===== src/rtl/mem_port_arbiter.sv =====
// Shares one synchronous memory port between instruction fetch (I) and load/store (D)
// with round-robin arbitration, one access in flight, and a fixed memory latency.
module mem_port_arbiter #(
    parameter int ADDR_WIDTH = 32,
    parameter int DATA_WIDTH = 32,
    parameter int MemLatency = 1
) (
    input  logic                      clk_i,
    input  logic                      rst_i,
    input  logic                      IReq_i,
    input  logic [ADDR_WIDTH-1:0]     IAddr_i,
    output logic                      IGnt_o,
    output logic                      IRvalid_o,
    output logic [DATA_WIDTH-1:0]     IRdata_o,
    input  logic                      DReq_i,
    input  logic                      DWe_i,
    input  logic [ADDR_WIDTH-1:0]     DAddr_i,
    input  logic [DATA_WIDTH-1:0]     DWdata_i,
    input  logic [DATA_WIDTH/8-1:0]   DBe_i,
    output logic                      DGnt_o,
    output logic                      DRvalid_o,
    output logic [DATA_WIDTH-1:0]     DRdata_o,
    output logic                      MemReq_o,
    output logic                      MemWe_o,
    output logic [ADDR_WIDTH-1:0]     MemAddr_o,
    output logic [DATA_WIDTH-1:0]     MemWdata_o,
    output logic [DATA_WIDTH/8-1:0]   MemBe_o,
    input  logic [DATA_WIDTH-1:0]     MemRdata_i
);

    localparam logic [3:0] LAT_M1 = 4'(MemLatency - 1);

    typedef enum logic [1:0] {
        S_IDLE  = 2'd0,
        S_ISSUE = 2'd1,
        S_WAIT  = 2'd2,
        S_RESP  = 2'd3
    } state_t;

    state_t                    r_state;
    logic [3:0]                r_cnt;
    logic                      r_prio_d;
    logic                      r_own_d;
    logic                      r_we;
    logic [ADDR_WIDTH-1:0]     r_addr;
    logic [DATA_WIDTH-1:0]     r_wdata;
    logic [DATA_WIDTH/8-1:0]   r_be;
    logic                      r_memreq;
    logic                      r_irvalid;
    logic                      r_drvalid;
    logic [DATA_WIDTH-1:0]     r_irdata;
    logic [DATA_WIDTH-1:0]     r_drdata;

    logic                      w_idle;
    logic                      w_both;
    logic                      w_gnt_i;
    logic                      w_gnt_d;

    // Combinational arbitration; grants are suppressed while reset is asserted
    always_comb begin
        w_idle  = (r_state == S_IDLE) && !rst_i;
        w_both  = IReq_i && DReq_i;
        w_gnt_i = 1'b0;
        w_gnt_d = 1'b0;
        if (w_idle && w_both) begin
            w_gnt_d = r_prio_d;
            w_gnt_i = !r_prio_d;
        end else begin
            w_gnt_d = w_idle && DReq_i;
            w_gnt_i = w_idle && IReq_i;
        end
    end

    // Access sequencer: capture winner, strobe memory, count latency, return data
    always_ff @(posedge clk_i) begin
        if (rst_i) begin
            r_state   <= S_IDLE;
            r_cnt     <= 4'd0;
            r_prio_d  <= 1'b1;
            r_own_d   <= 1'b0;
            r_we      <= 1'b0;
            r_addr    <= '0;
            r_wdata   <= '0;
            r_be      <= '0;
            r_memreq  <= 1'b0;
            r_irvalid <= 1'b0;
            r_drvalid <= 1'b0;
            r_irdata  <= '0;
            r_drdata  <= '0;
        end else begin
            case (r_state)
                S_IDLE: begin
                    r_irvalid <= 1'b0;
                    r_drvalid <= 1'b0;
                    if (w_gnt_i || w_gnt_d) begin
                        r_own_d  <= w_gnt_d;
                        r_addr   <= w_gnt_d ? DAddr_i : IAddr_i;
                        r_we     <= w_gnt_d && DWe_i;
                        r_wdata  <= w_gnt_d ? DWdata_i : '0;
                        r_be     <= w_gnt_d ? DBe_i : '1;
                        r_memreq <= 1'b1;
                        r_state  <= S_ISSUE;
                        if (w_both) begin
                            r_prio_d <= !r_prio_d;
                        end
                    end
                end
                S_ISSUE: begin
                    r_memreq <= 1'b0;
                    r_cnt    <= LAT_M1;
                    if (LAT_M1 == 4'd0) begin
                        r_state   <= S_RESP;
                        r_irvalid <= !r_own_d;
                        r_drvalid <= r_own_d;
                    end else begin
                        r_state <= S_WAIT;
                    end
                end
                S_WAIT: begin
                    r_cnt <= r_cnt - 4'd1;
                    if (r_cnt == 4'd1) begin
                        r_state   <= S_RESP;
                        r_irvalid <= !r_own_d;
                        r_drvalid <= r_own_d;
                    end
                end
                S_RESP: begin
                    r_irvalid <= 1'b0;
                    r_drvalid <= 1'b0;
                    if (r_own_d) begin
                        r_drdata <= r_we ? '0 : MemRdata_i;
                    end else begin
                        r_irdata <= MemRdata_i;
                    end
                    r_state <= S_IDLE;
                end
                default: begin
                    r_state <= S_IDLE;
                end
            endcase
        end
    end

    // Read data is live from memory during the response cycle, then held
    always_comb begin
        IRdata_o = r_irvalid ? MemRdata_i : r_irdata;
        if (r_drvalid) begin
            DRdata_o = r_we ? '0 : MemRdata_i;
        end else begin
            DRdata_o = r_drdata;
        end
    end

    assign IGnt_o     = w_gnt_i;
    assign DGnt_o     = w_gnt_d;
    assign IRvalid_o  = r_irvalid;
    assign DRvalid_o  = r_drvalid;
    assign MemReq_o   = r_memreq;
    assign MemWe_o    = r_we;
    assign MemAddr_o  = r_addr;
    assign MemWdata_o = r_wdata;
    assign MemBe_o    = r_be;

endmodule


===== config.mk =====
export PLATFORM = sky130hd
export DESIGN_NAME = mem_port_arbiter
export DESIGN_NICKNAME = d
export VERILOG_FILES = /design/src/rtl/mem_port_arbiter.sv
export SDC_FILE = /design/constraint.sdc
export NUM_CORES = 1
export LEC_CHECK = 0
export CORE_UTILIZATION = 30
export CTS_CLUSTER_SIZE = 8
export DETAILED_ROUTE_END_ITERATION = 8
export SLEW_MARGIN = 20
export SYNTH_ARGS = -nofsm -noshare
export SYNTH_HDL_FRONTEND = slang
export SYNTH_SLANG_ARGS = --single-unit

===== constraint.sdc =====
create_clock -name clk_i -period 2.1 [get_ports clk_i]
set_input_delay 0.42 -clock clk_i [delete_from_list [all_inputs] [get_ports clk_i]]
set_output_delay 0.42 -clock clk_i [all_outputs]
set_load 0.1 [all_outputs]

# --- After elaboration in Yosys (flattened, before gate mapping) ---
# Index checks and enable logic that the tools add are counted.
# W data, S select, Z words.
word_totals:
  regBits: 144
  word_cells: 59
  output_inout_bits: 138
  inputBits: 137
classes:
  n_reduce_logical: 20
  n_bitwise: 1
  mux: 18
  add_sub_neg: 1
  eq_ne: 6
op_table:
  columns: ["cell", "n"]
  rows:
  - ["$mux W32", 5]
  - ["$reduce_and A2 Y1", 5]
  - ["$pmux W2 S4", 1]
  - ["$pmux W4 S2", 1]
  - ["$logic_and A1 B1 Y1", 6]
  - ["$pmux W1 S3", 2]
  - ["$mux W1", 5]
  - ["$eq A2 B2 Y1 const B", 2]
  - ["$eq A4 B1 Y1 const B", 1]
  - ["$mux W2", 2]
  - ["$mux W4", 1]
  - ["$reduce_bool A2 Y1", 2]
  - ["$sub A4 B1 Y4 const B", 1]
  - ["$logic_not A1 Y1", 3]
  - ["$reduce_and A3 Y1", 1]
  - ["$eq A2 B1 Y1 const B", 1]
  - ["$logic_not A2 Y1", 1]
  - ["$ne A2 B1 Y1 const B", 1]
  - ["$ne A2 B2 Y1 const B", 1]
  - ["$pmux W1 S2", 1]
  - ["$reduce_or A2 Y1", 1]
  - ["$logic_or A1 B1 Y1", 1]
  - ["$not A1 Y1", 1]

# --- Depth between registers and ports, before layout ---
logic_depth:
  word_depth: 7
  depth_mapped: 9

# --- Least setup slack after synthesis ---
# No wires, ideal clock.
synth_path:
  path_type: "reg2out"
  from: "register r_state[0]"
  to: "output port IGnt_o"
  path_buffers: 0
  setup_slack_ps: -633
  stages_incl_launch_ff: 6
  required_time_ps: 1680
  arrival_ps: 2313
  cell_sequence: "dfxtp_1 > inv_1 > ha_1 > nor2b_4 > nand2_1 > a21oi_1"
synth_via:
  elab_chain_cells: 4
synth_lines:
  columns: ["element", "line", "rtl"]
  rows:
  - ["start, declared", "40", "state_t r_state;"]
  - ["start signal, assigned", "77", "r_state <= S_IDLE;"]
  - ["start signal, assigned", "102", "r_state <= S_ISSUE;"]
  - ["start signal, assigned", "112", "r_state <= S_RESP;"]
  - ["$logic_not A2 Y1 *", "61", "w_idle = (r_state == S_IDLE) && !rst_i;"]
  - ["$logic_and A1 B1 Y1 *", "61", null]
  - ["$logic_and A1 B1 Y1, on equally long branches", "70, 65", null]
  - ["$mux W1 *", "65", "if (w_idle && w_both) begin"]
  - ["end, declared", "12", "output logic IGnt_o,"]
# Every way passes the cells marked *; elsewhere a longest branch is shown, timed or not.

# --- Worst setup path in the final report ---
layout_path:
  from: "register r_state[1]"
  to: "output port IGnt_o"
# Same word-level chain as after synthesis.

==> results_dict.tcl <==
set metrics [dict create \
    rsz0062_at_grt "true" \
    swShare_pct 47.4 \
    cts.sink_count 144 \
    drt_iter0_markers 222 \
    clkLatencyLatePin_ns 0.42 \
    clk_pin_slew_ns 0.06 \
    end_kind "output port" \
    track_usage_pct 18.8 \
    critPathMaxStageDelay_ns 0.36 \
    finalHoldViolCount 0 \
    clock.fmax_mhz 487 \
    finalCritPeriodShare_pct 97.7 \
    setup_viol 0 \
    internal-power_mw 7.40 \
    vias 6189 \
    syn-cell-area_mm2 0.00633 \
    comb_power_share_pct 54.1 \
    synth_area_leaders "dfxtp_1 46%, mux2_2 12%, nand2_1 7.9%, nor2_1 6.6%, a21oi_1 5.8%" \
    synthCells 764 \
    synth-edff-count 0 \
    diodes 0 \
    portBuffers 274 \
    grt_pass1_wl_um 32300 \
    layout_min_cycle_time_ns 2.05 \
    stdcell_count 1302 \
    status "finished, final reports clean" \
    io_pins 275 \
    antenna_found_initial 0 \
    synthesis.nets 907 \
    core-area_mm2 0.0204 \
    grt-ovfl-total 0 \
    cts-root-buf "clkbuf_16" \
    drt-vias-per-instance 4.75 \
    gp_congestion 0.757 \
    required_ns 1.68 \
    slew_headroom_pct 55.2 \
    synth_cell_types 32 \
    cts_tree "done" \
    hp-class "flip-flop to flip-flop" \
    seq_power_share_pct 23.5 \
    final_cell_mix "139 x dfxtp_1, 135 x clkdlybuf4s50_1, 134 x nand2_1, 112 x nor2_1, 87 x buf_4" \
    max-cap-violations 0 \
    area_growth_pct 66.8 \
    startpoint_type "flip-flop" \
    ys_async_sr_fraction_pct 0 \
    die_width_um 147 \
    drt-pass1-iter-count 4 \
    ys_ff_latch 144 \
    finalCoreUtilization_pct 51.7 \
    yosysTopAreaCell "dfxtp_1" \
    drc 0 \
    leakagePower_nw 4.11 \
    avgRoutedWirePerCell_um 15.5 \
    cp_max_fo 4 \
    hpwl_um 13100 \
    cp_slowest_cell "dfxtp_4" \
    vdd_drop_max_mv 0.715 \
    yosysSeqAreaShare_pct 45.5 \
    fin_nets 1162 \
    powerDensity_mw_per_mm2 1330 \
    n_fill_cell 1915 \
    clockBufferDepth 2 \
    synthFlopType "dfxtp_1" \
    initial_core_util_pct 31.0 \
    ant_nets 0 \
    p_sw_mw 6.67 \
    synth_top_cell_area_share_pct 45.5 \
    worst-slew-pin-transition_ns 0.672 \
    routed_wl_um 20200 \
    clock_skew_ns 0.0114 \
    cts_made_buffers 17 \
    cp_data_arrival_time_ns 1.63 \
    ys_warn_count 0 \
    clockPowerShare_pct 22.3 \
    htreeDepth 4 \
    die_h_um 147 \
    crit_type "flip-flop to output port" \
    drive_gt1_share_pct 26.7 \
    worstPathCellList "inv_4 > ha_4 > nor2b_4 > nand2_1 > a21oi_2 > buf_12" \
    avgSynthCellArea_um2 8.29 \
    rows 52 \
    place_inst 1266 \
    dieArea_mm2 0.0217 \
    grt_pass1_vias 6161 \
    grt_max_degree 147 \
    final_common_cell "dfxtp_1" \
    finalMaxSlewViolations 0 \
]
[worst max-delay path, delay by kind of cell, from the launching register on]
family	cells	cell delay, ns
compound gates	1	0.18
fa+ha+maj	1	0.15
buf+inv	2	0.26
flops	1	0.36
simple gates	2	0.27
[timing repair]
action                                  in CTS  in global routing
pin swaps                                    0                  2
endpoints found under the setup margin      25                 19
gates resized for setup                      6                  5
hold buffers                                 0                  0
buffers inserted                             4                  1
[flip-flops by register name, indices dropped and copies added, names as in the netlist, 2 cells and up]
register / count
r_drdata: 32
r_cnt: 4
MemWdata_o: 32
MemAddr_o: 32
r_irdata: 32
r_state: 2
MemBe_o: 4
[per-stage QoR]
step                setup WS (ns)  power [mW]  setup TNS [ns]  instance area [um^2]  hold slack [ns]
floorplan                 -0.0128        8.55         -0.0128                  6340            0.434
global placement            0.151        10.9               0                  9890            0.439
detailed placement         0.0892        10.9               0                  9890            0.446
CTS                       0.00285        14.2               0                 10500            0.454
global route              -0.0342        14.7         -0.0342                 10600            0.467
finish                     0.0473        14.1               0                 10600            0.450
[Yosys cell counts, types with 2 or more instances]
cell type / instances
nor3_1: 37
nor4_1: 30
ha_1: 6
mux2_2: 65
nand3b_1: 2
nand3_1: 4
a21oi_1: 74
buf_4: 7
clkbuf_1: 30
a22oi_1: 33
o21ai_0: 2
dfxtp_1: 144
buf_1: 8
nand2b_1: 7
nor2b_1: 33
buf_2: 17
nor4_2: 2
inv_1: 5
nor2_1: 112
nand2_1: 134
[cell families (layout without fill, tap and decap cells)]
| logic type | Yosys count | count (layout) | share of synthesized area (%) |
|---|---|---|---|
| AOI/OAI and AO/OA | 113 | 113 | 10.4 |
| xor gates and xnor gates | 1 | 1 | 0.138 |
| adders and majority gates | 6 | 6 | 1.19 |
| buffers and inverters | 69 | 337 | 4.96 |
| DFF | 144 | 144 | 45.5 |
| muxes | 66 | 66 | 11.7 |
| and+or+nand+nor | 365 | 365 | 26.1 |
[path summary, 6_finish.rpt]
| check | cells past startpoint | to | startpoint | slack [ns] |
|---|---|---|---|---|
| setup / recovery | 6 | IGnt_o | r_state[1] | 0.05 |
| setup reg to reg | 8 | MemAddr_o[24] | r_state[1] | 0.35 |
| hold / removal | 2 | r_drdata[28] | r_drdata[28] | 0.45 |
| hold reg to reg | 2 | r_drdata[28] | r_drdata[28] | 0.45 |
[area by class of cell]
cell class | count | area, um^2 | area share, %
clock inverters | 14 | 178 | 1.68
well taps | 270 | 338 | 3.20
flip-flops and latches | 144 | 2900 | 27.4
multi-input cells | 551 | 3160 | 30.0
inverters | 6 | 27.5 | 0.261
repair buffers | 299 | 3530 | 33.4
clock buffers | 18 | 429 | 4.06
[routing by layer]
layer  vias to the layer above  routed length, um  GRT usage [%]
met3                        22               1420           5.00
met4                         0                306           6.86
met2                       222               9630           31.4
met1                      2858               8890           23.2
li1                       3087                  -              -
met5                         -                  0              0
[power by group through the flow]
| stage | logic, mW | registers [mW] | clock network [mW] |
|---|---|---|---|
| after floorplan | 3.44 | 5.11 | 0 |
| after global placement | 7.52 | 3.35 | 0 |
| after detailed placement | 7.54 | 3.36 | 0 |
| after CTS | 7.64 | 3.30 | 3.25 |
| after global routing | 7.96 | 3.36 | 3.36 |
| final | 7.62 | 3.31 | 3.15 |
Power figures use the tool's default switching activity.
==> edit 1: new RTL, config.mk and constraints unchanged <==
Reset style: asynchronous (`rst_i`), changed in one clocked block.
--- a/src/rtl/mem_port_arbiter.sv
+++ b/src/rtl/mem_port_arbiter.sv
@@ -72,7 +72,7 @@
     end
 
     // Access sequencer: capture winner, strobe memory, count latency, return data
-    always_ff @(posedge clk_i) begin
+    always_ff @(posedge clk_i or posedge rst_i) begin
         if (rst_i) begin
             r_state   <= S_IDLE;
             r_cnt     <= 4'd0;
Function: differs if rst_i is asserted again (counterexample within 4 cycles, from zero or initial values and one cycle with rst_i high); with rst_i held inactive, the same outputs for 4 cycles.
==> edit 1 against the unedited design <==
Synthesized area rose by 3.1%. Cell area is 13% higher. Routed wire length increased by 4.7%. Utilization rose by 4.7 points. Global-route usage up 0.36 points. Clock skew barely moved. Non-clock buffer count grew 26. Setup slack got worse by 29 ps. Highest routed layer unchanged. Sequential share of layout area grew 2.8 points. Sequential cell count stayed put.
Power is not shown: default switching activity piles up to over one toggle a cycle in this logic, so the estimate is an artifact.
==> edit 1: results (changes against the unedited design) <==
* Status: complete, no violations
* CTS root buf: clkbuf_16
* Vias in the first global route at 5892 (-4.4%)
* Layout net count at 1073 (-7.7%)
* DR WL met2 at 10890 µm (+13%)
* Async S/R FF share, synth at 1.000 (+1.000)
* Drt total wl at 21200 µm (+4.7%)
* Top sig layer: met4
* # port buffers at 274 (unchanged)
* Post-synthesis cell type count at 27 (-16%)
* GPL Wtd Cong at 0.7430 (-1.8%)
* Metal-1 WL at 8360 µm (-6.0%)
* Met2 usage at 0.3287 (+0.01479)
* Syn Nets at 776 (-14%)
* Area contributors post-synth: dfrtp_1, mux2_2, nand2_1
* CP max stage cell: dfrtp_4
* Met1 usage at 0.2253 (-0.006968)
* Worst Tran Pin Value at 389.1 ps (-282.9 ps)
* Cells after DPL at 1169 (-7.7%)
* Max_cap viols at 0 (unchanged)
* Crit path DAT at 1660 ps (+30 ps)
* Cell family with most CP delay: flip-flops
* Antenna Cells at 0 (unchanged)
* Clk slew on worst S/H paths at 70 ps
* Setup Skew at 11.38 ps (-0.06460 ps)
* Iteration-0 DRC Markers at 110 (-50%)
* Post-Synthesis Cells at 633 (-17%)
* Routed len/inst at 17.40 µm (+12%)
* Drt pass-1 iters at 4 (unchanged)
* Total GRT Usage at 0.1919 (+0.003626)
* CTS Buffer Depth at 2 (unchanged)
* Sequential area share after synthesis at 0.5520 (+0.09669)
* Ratio of cells with drive above 1 in the final layout at 0.3765 (+0.1090)
* Initial antenna violation count at 0 (unchanged)
* HP Class: primary input to async pin
* Met3 Usage GRT at 0.06829 (+0.01829)
* Top cells by count, synth: dfrtp_1, nand2_1, o21ai_0
* Synth warn at 0 (unchanged)
* CP max FO at 14 (+10)
* Dpl cell area at 0.01084 mm² (+9.6%)
* Via count at 5709 (-7.8%)
* Clock Latency Late Sink at 430 ps
* Slowest stage delay, CP at 510 ps (+150 ps)
* Largest net degree at the start of global routing at 65 (-56%)
* CTS Buf Count at 17 (unchanged)
* Pre-CTS setup slack at -2.453 ps (-91.68 ps)
* DR WL met3 at 1739 µm (+23%)
* DPL Wire Length at 14960 µm (+14%)
* CTS HTree Levels at 4 (unchanged)
* First-pass GRT wire length at 32500 µm (+0.62%)
-- edit 1: cell types whose count changed after synthesis, sizes merged, moves of 32 or more --
cell	before	now
nor4	32	0
dfrtp	0	143
a22oi	33	0
nor2	112	35
a22o	0	34
dfxtp	144	0
o21ai	3	72
nor3	37	1
-- edit 1: cell type report --
class | instances | area (µm²)
Clock buffer | 17 | 425.4
Clock inverter | 15 | 239.0
Fill cell | 1786 | 9215
Inverter | 10 | 56.30
Multi-Input combinational cell | 432 | 3357
Sequential cell | 144 | 3611
Tap cell | 275 | 344.1
Timing Repair Buffer | 325 | 3906
-- edit 1: kinds of logic after synthesis --
logic type | after synthesis | synth area share
multiplexers | 67 | 0.1152
XOR/XNOR | 1 | 0.001341
AND/OR/NAND/NOR | 181 | 0.1203
buffers and inverters | 57 | 0.04100
adder cells (fa/ha/maj) | 6 | 0.01150
AO/OA/AOI/OAI | 177 | 0.1587
flip-flops | 144 | 0.5520
-- edit 1: final timing paths --
| check | from | to | slack [ps] | cells past startpoint |
|---|---|---|---|---|
| hold / removal | rst_i | MemAddr_o[11] | 480 | 3 |
| setup / recovery | MemWe_o | DRdata_o[28] | 20 | 4 |
| hold reg to reg | r_drdata[19] | r_drdata[19] | 480 | 2 |
| max in group asynchronous | rst_i | r_irdata[11] | 1080 | 4 |
| setup reg to reg | r_state[1] | MemAddr_o[10] | 230 | 10 |
| min in group clk_i | r_drdata[19] | r_drdata[19] | 480 | 2 |
-- edit 1: what timing repair did --
action                                  4_1_cts  5_1_grt
hold buffers                                  0        0
endpoints found under the setup margin       62       26
buffers inserted                              8        6
cloned                                        0        3
pin swaps                                     4        6
resized for setup                            27       10
==> edit 2: new RTL, same settings <==
Made on the original files. `DATA_WIDTH`: 32 -> 64.
--- a/src/rtl/mem_port_arbiter.sv
+++ b/src/rtl/mem_port_arbiter.sv
@@ -2,7 +2,7 @@
 // with round-robin arbitration, one access in flight, and a fixed memory latency.
 module mem_port_arbiter #(
     parameter int ADDR_WIDTH = 32,
-    parameter int DATA_WIDTH = 32,
+    parameter int DATA_WIDTH = 64,
     parameter int MemLatency = 1
 ) (
     input  logic                      clk_i,
Ports: changed (7 resized); port bits go from 275 to 443. No check against the original RTL was run, so the function may have changed too.
==> edit 2 against the unedited design <==
The run now ends with negative setup slack left. Setup slack worse by 120 ps. Total power is 74% higher. Sequential cell count is 100 higher. Count of clock-buffer cells in the layout is 24 higher. Clock skew is 3.8 ps higher. Routed wire length is 100% higher. Synthesized area is 68% higher. Utilization is 2.7 points higher. Hold slack worse by 41 ps. Clock power is 68% higher. Maximum frequency is 5.6% lower. Cell area is 79% higher. Critical endpoint is now DRdata_o[11].
==> edit 2: results (changes against the unedited design) <==
* NonClk Buf Share at 0.3480 (+0.01394)
* Clock Latency Late Sink at 510 ps (+90 ps)
* RR Endpoint: r_drdata[45]
* Slew headroom at 0.4467 (-0.1053)
* Comb_multi_in at 915 (+66%)
* R2R depth at 6 (-2)
* Clk cell area share at 0.05308 (-0.004380)
* Origin of the worst setup path: DRvalid_o
* Crit path DAT at 1760 ps (+130 ps)
* Largest net degree at the start of global routing at 102 (-31%)
* CP max FO at 8 (+4)
* Register area at 0.004898 mm² (+69%)
* Status: finished, violations left
* Ratio of cells with drive above 1 in the final layout at 0.2959 (+0.02842)
* Post-synthesis cell type count at 30 (-6.3%)
* Final setup viols at 80 (+80)
* Setup ws final at -75.05 ps (-122.3 ps)
* GPL Wtd Cong at 0.8400 (+11%)
* Seq. pwr at 5.46 mW (+65%)
* Violated checks: negative setup slack
* Iteration-0 DRC Markers at 506 (+130%)
* Crit path to: DRdata_o[11]
* Multiplexer area fraction after synthesis at 0.1377 (+0.02050)
* Vias in the first global route at 10470 (+70%)
* CTS HTree Levels at 2 (-2)
[edit 2: layer usage]
metal | track usage | vias to the layer above | routed length (µm)
met3 | 0.05940 | 76 | 3108
met2 | 0.3620 | 374 | 20190
li1 | - | 5162 | -
met5 | 0 | - | 25
met4 | 0.07908 | 4 | 1410
met1 | 0.2501 | 5034 | 16250
[edit 2: per-stage QoR]
step	setup slack (ps)	utilization	total power [mW]	std cells
after global placement	89.36	0.4795	17.84	2091
final	-75.05	0.5439	24.42	2173
after floorplan	5.118	-	13.83	1269
after detailed placement	35.38	0.4795	17.90	2091
after CTS	-110.9	0.5322	24.18	2159
after global routing	-130.6	0.5439	25.29	2173
[edit 2: worst max-delay path, cell delays in order, from the launching register on]
cell and delay (ps):
dfxtp_4 370, buf_12 130, buf_12 130, buf_12 140, mux2_4 310, buf_12 170
[edit 2: timing repair]
item,CTS,global route
resized for setup,133,41
setup endpoints to repair,126,124
gates cloned,5,11
hold endpoints to repair,0,0
buffers inserted,20,4
